[src/rtl/csa_accum_30bit_if.sv]
// Operand stream, start/length control and result handshake of the
// 30-bit carry-select accumulator, bundled as one interface.
interface csa_accum_30bit_if #(
  parameter int WIDTH = 30,
  parameter int CNT_W = 8
);
  logic             i_start;
  logic [CNT_W-1:0] i_len;
  logic             i_valid;
  logic             o_ready;
  logic [WIDTH-1:0] i_data;
  logic             o_valid;
  logic             i_ready;
  logic [WIDTH-1:0] o_sum;
  logic             o_ovf;
  logic             o_busy;

  // Producer/consumer side: drives start, operands and result acceptance
  modport master (
    output i_start, i_len, i_valid, i_data, i_ready,
    input  o_ready, o_valid, o_sum, o_ovf, o_busy
  );

  // Accumulator side
  modport slave (
    input  i_start, i_len, i_valid, i_data, i_ready,
    output o_ready, o_valid, o_sum, o_ovf, o_busy
  );
endinterface

[src/rtl/csa_accum_30bit.sv]
// Burst accumulator: sums i_len operands through a combinational
// carry-select adder, tracks a sticky carry-out and hands the result
// downstream on a valid/ready handshake.

// Combinational carry-select adder: block 0 ripples, every later block
// precomputes both carry-in cases and selects on the incoming carry.
module csa_30bit #(
  parameter int WIDTH = 30,
  parameter int BLK   = 6
) (
  input  logic [WIDTH-1:0] a,
  input  logic [WIDTH-1:0] b,
  input  logic             cin,
  output logic [WIDTH-1:0] sum,
  output logic             cout
);
  localparam int NB = WIDTH / BLK;

  logic [NB:0] carry;

  assign carry[0] = cin;

  for (genvar k = 0; k < NB; k++) begin : g_blk
    logic [BLK:0] s0;
    logic [BLK:0] s1;

    assign s0 = {1'b0, a[k*BLK +: BLK]} + {1'b0, b[k*BLK +: BLK]};
    assign s1 = {1'b0, a[k*BLK +: BLK]} + {1'b0, b[k*BLK +: BLK]} + {{BLK{1'b0}}, 1'b1};
    assign sum[k*BLK +: BLK] = carry[k] ? s1[BLK-1:0] : s0[BLK-1:0];
    assign carry[k+1]        = carry[k] ? s1[BLK]     : s0[BLK];
  end

  assign cout = carry[NB];
endmodule

module csa_accum_30bit #(
  parameter int WIDTH = 30,
  parameter int CNT_W = 8
) (
  input  logic                 i_clk,
  input  logic                 i_rst,
  csa_accum_30bit_if.slave     bus
);
  typedef enum logic [1:0] {
    IDLE  = 2'd0,
    ACCUM = 2'd1,
    DONE  = 2'd2
  } state_t;

  localparam logic [CNT_W-1:0] CNT_ONE  = {{(CNT_W-1){1'b0}}, 1'b1};
  localparam logic [CNT_W-1:0] CNT_ZERO = '0;

  state_t           state, state_n;
  logic [WIDTH-1:0] acc, acc_n;
  logic             ovf, ovf_n;
  logic [CNT_W-1:0] remaining, remaining_n;
  logic             ready_q, ready_n;
  logic             valid_q, valid_n;
  logic             busy_q, busy_n;

  logic [WIDTH-1:0] add_sum;
  logic             add_cout;
  logic             beat;

  csa_30bit #(.WIDTH(WIDTH)) u_add (
    .a    (acc),
    .b    (bus.i_data),
    .cin  (1'b0),
    .sum  (add_sum),
    .cout (add_cout)
  );

  assign beat = bus.i_valid && ready_q;

  // Next-state and next-register values; every target defaults to hold
  always_comb begin
    state_n     = state;
    acc_n       = acc;
    ovf_n       = ovf;
    remaining_n = remaining;
    ready_n     = ready_q;
    valid_n     = valid_q;
    case (state)
      IDLE: begin
        if (bus.i_start) begin
          acc_n = '0;
          ovf_n = 1'b0;
          if (bus.i_len != CNT_ZERO) begin
            remaining_n = bus.i_len;
            ready_n     = 1'b1;
            state_n     = ACCUM;
          end else begin
            valid_n = 1'b1;
            state_n = DONE;
          end
        end
      end
      ACCUM: begin
        if (beat) begin
          acc_n       = add_sum;
          ovf_n       = ovf | add_cout;
          remaining_n = remaining - CNT_ONE;
          if (remaining == CNT_ONE) begin
            ready_n = 1'b0;
            valid_n = 1'b1;
            state_n = DONE;
          end
        end
      end
      DONE: begin
        if (bus.i_ready) begin
          valid_n = 1'b0;
          state_n = IDLE;
        end
      end
      default: begin
        state_n = IDLE;
        ready_n = 1'b0;
        valid_n = 1'b0;
      end
    endcase
    busy_n = (state_n != IDLE);
  end

  // State and datapath registers with synchronous reset
  always_ff @(posedge i_clk) begin
    if (i_rst) begin
      state     <= IDLE;
      acc       <= '0;
      ovf       <= 1'b0;
      remaining <= '0;
      ready_q   <= 1'b0;
      valid_q   <= 1'b0;
      busy_q    <= 1'b0;
    end else begin
      state     <= state_n;
      acc       <= acc_n;
      ovf       <= ovf_n;
      remaining <= remaining_n;
      ready_q   <= ready_n;
      valid_q   <= valid_n;
      busy_q    <= busy_n;
    end
  end

  assign bus.o_ready = ready_q;
  assign bus.o_valid = valid_q;
  assign bus.o_sum   = acc;
  assign bus.o_ovf   = ovf;
  assign bus.o_busy  = busy_q;
endmodule

[src/flat_wrapper.sv]
// flat-port wrapper written by rule: the top's interface ports become plain ports
module csa_accum_30bit_flat 
#(
  parameter int WIDTH = 30,
  parameter int CNT_W = 8
)
  (i_clk, i_rst, bus_i_start, bus_i_len, bus_i_valid, bus_i_data, bus_i_ready, bus_o_ready, bus_o_valid, bus_o_sum, bus_o_ovf, bus_o_busy);
  csa_accum_30bit_if #(.WIDTH(WIDTH), .CNT_W(CNT_W)) bus_i ();
  input  logic i_clk;
  input  logic i_rst;
  input wire logic [$bits(bus_i.i_start)-1:0] bus_i_start;
  input wire logic [$bits(bus_i.i_len)-1:0] bus_i_len;
  input wire logic [$bits(bus_i.i_valid)-1:0] bus_i_valid;
  input wire logic [$bits(bus_i.i_data)-1:0] bus_i_data;
  input wire logic [$bits(bus_i.i_ready)-1:0] bus_i_ready;
  output wire logic [$bits(bus_i.o_ready)-1:0] bus_o_ready;
  output wire logic [$bits(bus_i.o_valid)-1:0] bus_o_valid;
  output wire logic [$bits(bus_i.o_sum)-1:0] bus_o_sum;
  output wire logic [$bits(bus_i.o_ovf)-1:0] bus_o_ovf;
  output wire logic [$bits(bus_i.o_busy)-1:0] bus_o_busy;
  assign bus_i.i_start = bus_i_start;
  assign bus_i.i_len = bus_i_len;
  assign bus_i.i_valid = bus_i_valid;
  assign bus_i.i_data = bus_i_data;
  assign bus_i.i_ready = bus_i_ready;
  assign bus_o_ready = bus_i.o_ready;
  assign bus_o_valid = bus_i.o_valid;
  assign bus_o_sum = bus_i.o_sum;
  assign bus_o_ovf = bus_i.o_ovf;
  assign bus_o_busy = bus_i.o_busy;
  csa_accum_30bit #(.WIDTH(WIDTH), .CNT_W(CNT_W)) u_core (.i_clk(i_clk), .i_rst(i_rst), .bus(bus_i));
endmodule
[config.mk]
export PLATFORM = sky130hd
export DESIGN_NAME = csa_accum_30bit_flat
export DESIGN_NICKNAME = d
export VERILOG_FILES = /design/src/rtl/csa_accum_30bit_if.sv /design/src/rtl/csa_accum_30bit.sv /design/src/flat_wrapper.sv
export SDC_FILE = /design/constraint.sdc
export NUM_CORES = 1
export LEC_CHECK = 0
export ABC_AREA = 1
export CORE_MARGIN = 2
export CORE_UTILIZATION = 50
export CTS_CLUSTER_SIZE = 12
export DETAILED_ROUTE_END_ITERATION = 10
export PLACE_DENSITY_LB_ADDON = 0.15
export SLEW_MARGIN = 25
export SYNTH_ARGS = -nofsm -noshare
export SYNTH_HDL_FRONTEND = slang
export SYNTH_SLANG_ARGS = --single-unit
[constraint.sdc]
create_clock -name i_clk -period 3.11 [get_ports i_clk]
set_clock_uncertainty 0.2 [all_clocks]
set_input_delay 0.622 -clock i_clk [delete_from_list [all_inputs] [get_ports i_clk]]
set_output_delay 0.622 -clock i_clk [all_outputs]
set_load 0.1 [all_outputs]
* After elaboration in Yosys (flattened, before gate mapping) *
Cells that the tools add are included.

cells by class
  add/subtract/negate cells = 10
  multiply operators = 0
  divide/modulo/power cells = 0
  $lt $le $gt $ge = 0
  equal/unequal tests = 9
  shifts and indexed selects = 0
  mux-type cells = 35
  bitwise logic cells = 2
  reduce and logical (&&, ||, !) cells = 9

operators by type and width
  kind                                                                   number
  30-bit 2-to-1 mux                                                      2
  30-bit one-hot mux with 2 select lines                                 1
  6-bit by 6-bit adder with 7-bit output                                 5
  7-bit by 1-bit adder with 7-bit output, second input constant          4
  6-bit 2-to-1 mux                                                       4
  8-bit 2-to-1 mux                                                       3
  8-bit one-hot mux with 2 select lines                                  1
  1-bit 2-to-1 mux                                                       15
  2-bit 2-to-1 mux                                                       5
  5-bit AND reduction                                                    2
  8-bit by 1-bit equality test with 1-bit output, second input constant  1
  8-bit nonzero test                                                     1
  8-bit by 1-bit subtractor with 8-bit output, second input constant     1
  2-bit by 1-bit != test with 1-bit output, second input constant        3
  2-bit != test, second input constant                                   3
  1-bit one-hot mux with 3 select lines                                  2
  2-bit one-hot mux with 3 select lines                                  1
  4-bit AND reduction                                                    1
  2-bit nonzero test                                                     2
  3-bit AND reduction                                                    1
  2-bit by 1-bit equality test with 1-bit output, second input constant  1
  2-bit equality test, second input constant                             1
  2-bit zero test                                                        1
  1-bit one-hot mux with 2 select lines                                  1
  3 further kinds                                                        3

storage, ports and cells
  register bits after elaboration = 44
  bits in latches = 0
  RAM bits = 0
  bits in read-only memories = 0
  bits of input ports = 43
  output and inout port bits = 34
  memories = 0

* Logic depth before layout (Yosys ltp) *
  depth after elaboration = 9
  gate-level depth with buffers = 19

* By module *
From an unflattened synthesis, not the netlist that was laid out.

unflattened totals
  cells, all modules = 615
  area, all modules = 4,154.0 sq um

modules (own cells, without submodules)
  module           instances  cells each  area each (sq um)  seq. area each (sq um)
  csa_30bit        1          337         2,140.8            0.0
  csa_accum_30bit  1          278         2,013.2            880.8

* Worst setup path before layout *
OpenSTA, ideal clock, no wires.

  kind = register to register
  from = register u_core.acc[6] (netlist: u_core.bus.o_sum[6])
  to = register u_core.acc[29] (netlist: u_core.bus.o_sum[29])
  data arrival time = 2.903 ns
  data required time = 2.778 ns
  slack = -0.126 ns
  stages on the path, launching flop included = 18
  path buffers = 0
  cells stage by stage = dfxtp_1 > ha_1 > fa_1 > ha_1 > inv_1 > nor2_2 > nand3_2 > nor2_2 > nand3_2 > nand2_4 > nand2_4 > nand2_8 > nand2_4 > nand2_8 > nor2_1 > nand2_1 > nand3_1 > a21oi_1

on the way
  cells in the longest elaborated chain, start to end = 8

RTL lines
  what                                        RTL line                                      RTL
  start: declaration                          csa_accum_30bit.sv:54                         logic [WIDTH-1:0] acc, acc_n;
  start signal: assignment                    csa_accum_30bit.sv:137                        acc <= acc_n;
  6-bit by 6-bit adder with 7-bit output (*)  csa_accum_30bit.sv:27, csa_accum_30bit.sv:28
  7-bit by 1-bit adder with 7-bit output      csa_accum_30bit.sv:28                         assign s1 = {1'b0, a[k*BLK +: BLK]} + {1'b0, b[k*BLK +: BLK]} + {{BLK{1'b0}}, 1'b1};
  1-bit 2-to-1 mux (*) (3 in series)          csa_accum_30bit.sv:30                         assign carry[k+1] = carry[k] ? s1[BLK] : s0[BLK];
  6-bit 2-to-1 mux (*)                        csa_accum_30bit.sv:29                         assign sum[k*BLK +: BLK] = carry[k] ? s1[BLK-1:0] : s0[BLK-1:0];
  30-bit 2-to-1 mux (*)                       csa_accum_30bit.sv:99                         if (beat) begin
  30-bit one-hot mux with 2 select lines (*)  csa_accum_30bit.sv:83                         case (state)

Mark *: on every way between the ends. The rest lies on a longest branch, timed or not. The select of a mux whose other input is x is not followed.
A chain may end at the register's enable or synchronous reset.

* Worst setup path after layout *
  from = input bus_i_data[6]
  to = register u_core.acc[29] (netlist: u_core.bus.o_sum[29])

on the way
  cells in the longest elaborated chain, start to end = 8

RTL lines
  what                                        RTL line                                      RTL
  start: declaration                          flat_wrapper.sv:14                            input wire logic [$bits(bus_i.i_data)-1:0] bus_i_data;
  6-bit by 6-bit adder with 7-bit output (*)  csa_accum_30bit.sv:27, csa_accum_30bit.sv:28
  7-bit by 1-bit adder with 7-bit output      csa_accum_30bit.sv:28
  1-bit 2-to-1 mux (*) (3 in series)          csa_accum_30bit.sv:30
  6-bit 2-to-1 mux (*)                        csa_accum_30bit.sv:29
  30-bit 2-to-1 mux (*)                       csa_accum_30bit.sv:99
  30-bit one-hot mux with 2 select lines (*)  csa_accum_30bit.sv:83

Marks and branches as above.

==> summary.txt <==
STA
  • Final worst setup slack: 0.138 ns
  • Fin crit share: between 90% and 100%
  • Period minus WS final: 2.97 ns
  • Pins Over Slew Limit: 0
  • Tightest Pin Transition: 0.806 ns
  • Relative slew slack: 46.1%
  • Setup violators final: 0
  • Fmax: 336 MHz
  • TNS Setup: 0 ns
  • Final Hold Violating Endpoints: 0

Synthesis
  • Mean Syn Cell Area: 6.53 um^2
  • Cell variety after synth: 40
  • Yosys warnings: 0
  • Synth Area in XOR/XNOR: about 2.4%
  • Post-Syn Instances: 567
  • Adder-cell share of the synthesized area: 14.9%
  • Fraction of the mapped netlist area in compound gates: about 17%
  • Post-Syn Area: between 0.003 and 0.004 mm^2
  • Synth Area in Simple Gates: 33.0%
  • Main combinational cell family by area after synthesis: simple AND/OR/NAND/NOR gates
  • Flops & latches, synth: 44
  • Post-Syn Nets: 651
  • Fraction of the yosys area taken by sequential cells: between 20% and 30%
  • Mux cell area share after synthesis: 0%

Global routing
  • Largest net degree at the start of global routing: 32
  • GR Overflow Total: 0
  • Global-route usage over all layers: 23.2%
  • First-pass GRT wire length: 16.1 mm
  • Vias in the first global route: between 3000 and 4000
  • Initial antenna violation count: 0

Layout
  • Share of cells above drive strength 1: roughly 20%
  • # diodes: 0
  • Final cell count without fillers: 778
  • Area growth from synthesis to layout: 35.5%
  • Nets@finish: 762
  • Cell area after layout: around 0.0050 mm^2

Place
  • Port bufs: 76
  • Placer Congestion: between 0.8 and 0.9
  • HPWL after detailed placement: 7.39 mm
  • Area after DPL: 0.00469 mm^2
  • Setup WS pre-CTS: -0.447 ns
  • DP Cell Count: 761

Detailed routing
  • # DRC: 0
  • Drt pass-1 iters: 4
  • 1st-iter DRT viols: 92
  • Routed WL: 9.70 mm
  • DR vias/cell: 5.19
  • Via count: 4039
  • DRT antenna net count: 0
  • Routed len/inst: 12.5 um

CTS
  • CTS tree: yes
  • CTS Root Cell: clkbuf_8
  • Clock transition at path regs: 0.10 ns
  • Inserted Clock Buffers: 5
  • TritonCTS Sinks: 44
  • Cts hold-fix bufs: 0
  • Clock buffer depth: 2
  • H-tree levels: 2
  • Clock latency on the worst-skew pair: ~0.30 ns

Critical path
  • CP Data Arrival Time: between 2 and 3 ns
  • Reg2reg path depth: 18
  • WS Path Type: in2reg
  • CP max FO: 8
  • CP startpoint kind: input pin
  • Worst Setup End Kind: register
  • CP Launch Point: bus_i_data[6]
  • FF-to-FF Start: u_core.bus.o_sum[6]
  • Worst path required time: between 3 and 4 ns

Floorplan
  • Die H: 90.0 um
  • I/O Pins: 77
  • Site row count: 31
  • Core Footprint: between 0.007 and 0.008 mm^2
  • Initial core utilization: 51.3%
  • Die X: 90.0 um
  • Die area: 0.00810 mm^2

Power
  • Pwr Density: between 300 and 400 mW/mm^2
  • Static Leak: about 2.4 nW
  • Total Power: 1.58 mW
  • Peak supply drop: 0.240 mV

Min path
  • Hold path depth: 2
  • Worst hold start: u_core.bus.o_ovf
  • HP Class: reg2reg

Job
  • Max-capacitance violation count: 0

Outcome
  • Status: finished, final reports clean
[metrics by stage]
| stage | hold slack [ns] | util (%) |
|---|---|---|
| after floorplan | 0.245 | - |
| after global placement | 0.242 | 65.0 |
| after detailed placement | 0.239 | 65.0 |
| after CTS | 0.256 | 67.6 |
| after global routing | 0.276 | 69.5 |
| final | 0.257 | 69.5 |
[worst max-delay path: stages]
cell,delay [ns]
clkdlybuf4s15_1,0.17
ha_2,0.18
fa_1,0.52
ha_2,0.20
inv_2,0.04
nor2_4,0.11
inv_1,0.05
nor2_1,0.12
nand3_1,0.10
nand2_2,0.12
nand2_4,0.08
nand2_4,0.10
nand2_8,0.09
nand2_8,0.09
nand2_8,0.08
nor2_1,0.09
nand2_1,0.06
nand3_1,0.08
a21oi_1,0.06
[state kept, by name, summed over array words and instances, names as in the netlist]
| signal | cells |
|---|---|
| u_core.bus.o_busy | 1 |
| u_core.bus.o_sum | 30 |
| u_core.bus.o_valid | 1 |
| u_core.state | 2 |
| u_core.bus.o_ovf | 1 |
| u_core.bus.o_ready | 1 |
| u_core.remaining | 8 |
[layout by cell type, fill, tap and decap left out, types with 5 or more instances in the layout]
cell type and instances:
nor2_1 41, nor2_2 7, inv_1 72, ha_1 30, clkdlybuf4s50_1 36, ha_2 5, nand2_1 137, nand3b_1 5
nand3_2 6, inv_2 5, xor2_1 6, nand3_1 35, a31oi_1 6, buf_4 74, clkbuf_8 5, o21ai_0 24
a21oi_1 57, dfxtp_1 41, o21ai_1 10, nand4_1 7
[metal layers]
| metal | vias to the layer above | global-route usage [%] | part of all wire, % |
|---|---|---|---|
| met4 | 0 | 5.77 | 1.2 |
| met2 | 71 | 44.6 | 52 |
| li1 | 2096 | - | - |
| met3 | 12 | 3.44 | 3.5 |
| met1 | 1860 | 26.6 | 43 |
| met5 | - | 0 | 0 |
[power by group]
group          leakage, nW  switching [mW]  total [mW]  internal, mW
clock               0.0541           0.221       0.460         0.238
combinational         1.98           0.314       0.509         0.196
sequential           0.360          0.0211       0.608         0.587
[final cells by class]
class | instances | area [um^2]
Clock buffer | 5 | 68.8
Fill cell | 652 | 2200
Clock inverter | 3 | 42.5
Sequential cell | 44 | 885
Multi-Input combinational cell | 432 | 2600
Inverter | 79 | 307
Timing Repair Buffer | 116 | 985
Tap cell | 99 | 124
[Yosys cell counts, drive strengths merged]
| library cell | count | area (um^2) |
|---|---|---|
| nand3 | 44 | 253 |
| or4 | 2 | 15.0 |
| o31ai | 1 | 7.51 |
| o211ai | 3 | 22.5 |
| xnor2 | 4 | 35.0 |
| a31oi | 6 | 37.5 |
| nor4 | 1 | 6.26 |
| xor2 | 6 | 52.6 |
| a211oi | 2 | 15.0 |
| o22ai | 2 | 12.5 |
| a22oi | 1 | 7.51 |
| or2 | 5 | 31.3 |
| a21o | 2 | 15.0 |
| fa | 5 | 100 |
| nor3b | 1 | 7.51 |
| nor2 | 49 | 194 |
| o221ai | 1 | 8.76 |
| nor3 | 5 | 25.0 |
| ha | 36 | 450 |
| dfxtp | 44 | 881 |
| inv | 79 | 297 |
| nand3b | 5 | 37.5 |
| buf | 3 | 13.8 |
| nand2 | 147 | 609 |
| nand4 | 7 | 43.8 |
| o21bai | 1 | 7.51 |
| a21oi | 61 | 305 |
| o21ai | 35 | 175 |
| clkbuf | 9 | 33.8 |
[worst paths after layout]
path                           to  slack, ns
min              u_core.bus.o_ovf       0.26
max          u_core.bus.o_sum[29]       0.14
min reg2reg      u_core.bus.o_ovf       0.26
max reg2reg  u_core.bus.o_sum[29]       0.28
[kinds of logic after synthesis]
logic type,after synthesis
compound gates,115
flops,44
fa+ha+maj,41
xor+xnor,10
buf+inv,91
simple gates,266
[what timing repair did]
action,4_1_cts,5_1_grt
setup buffers,4,5
resized for setup,13,33
gates cloned,0,0
pin swaps,21,28
setup endpoints to repair,15,17
Power figures use the tool's default switching activity.
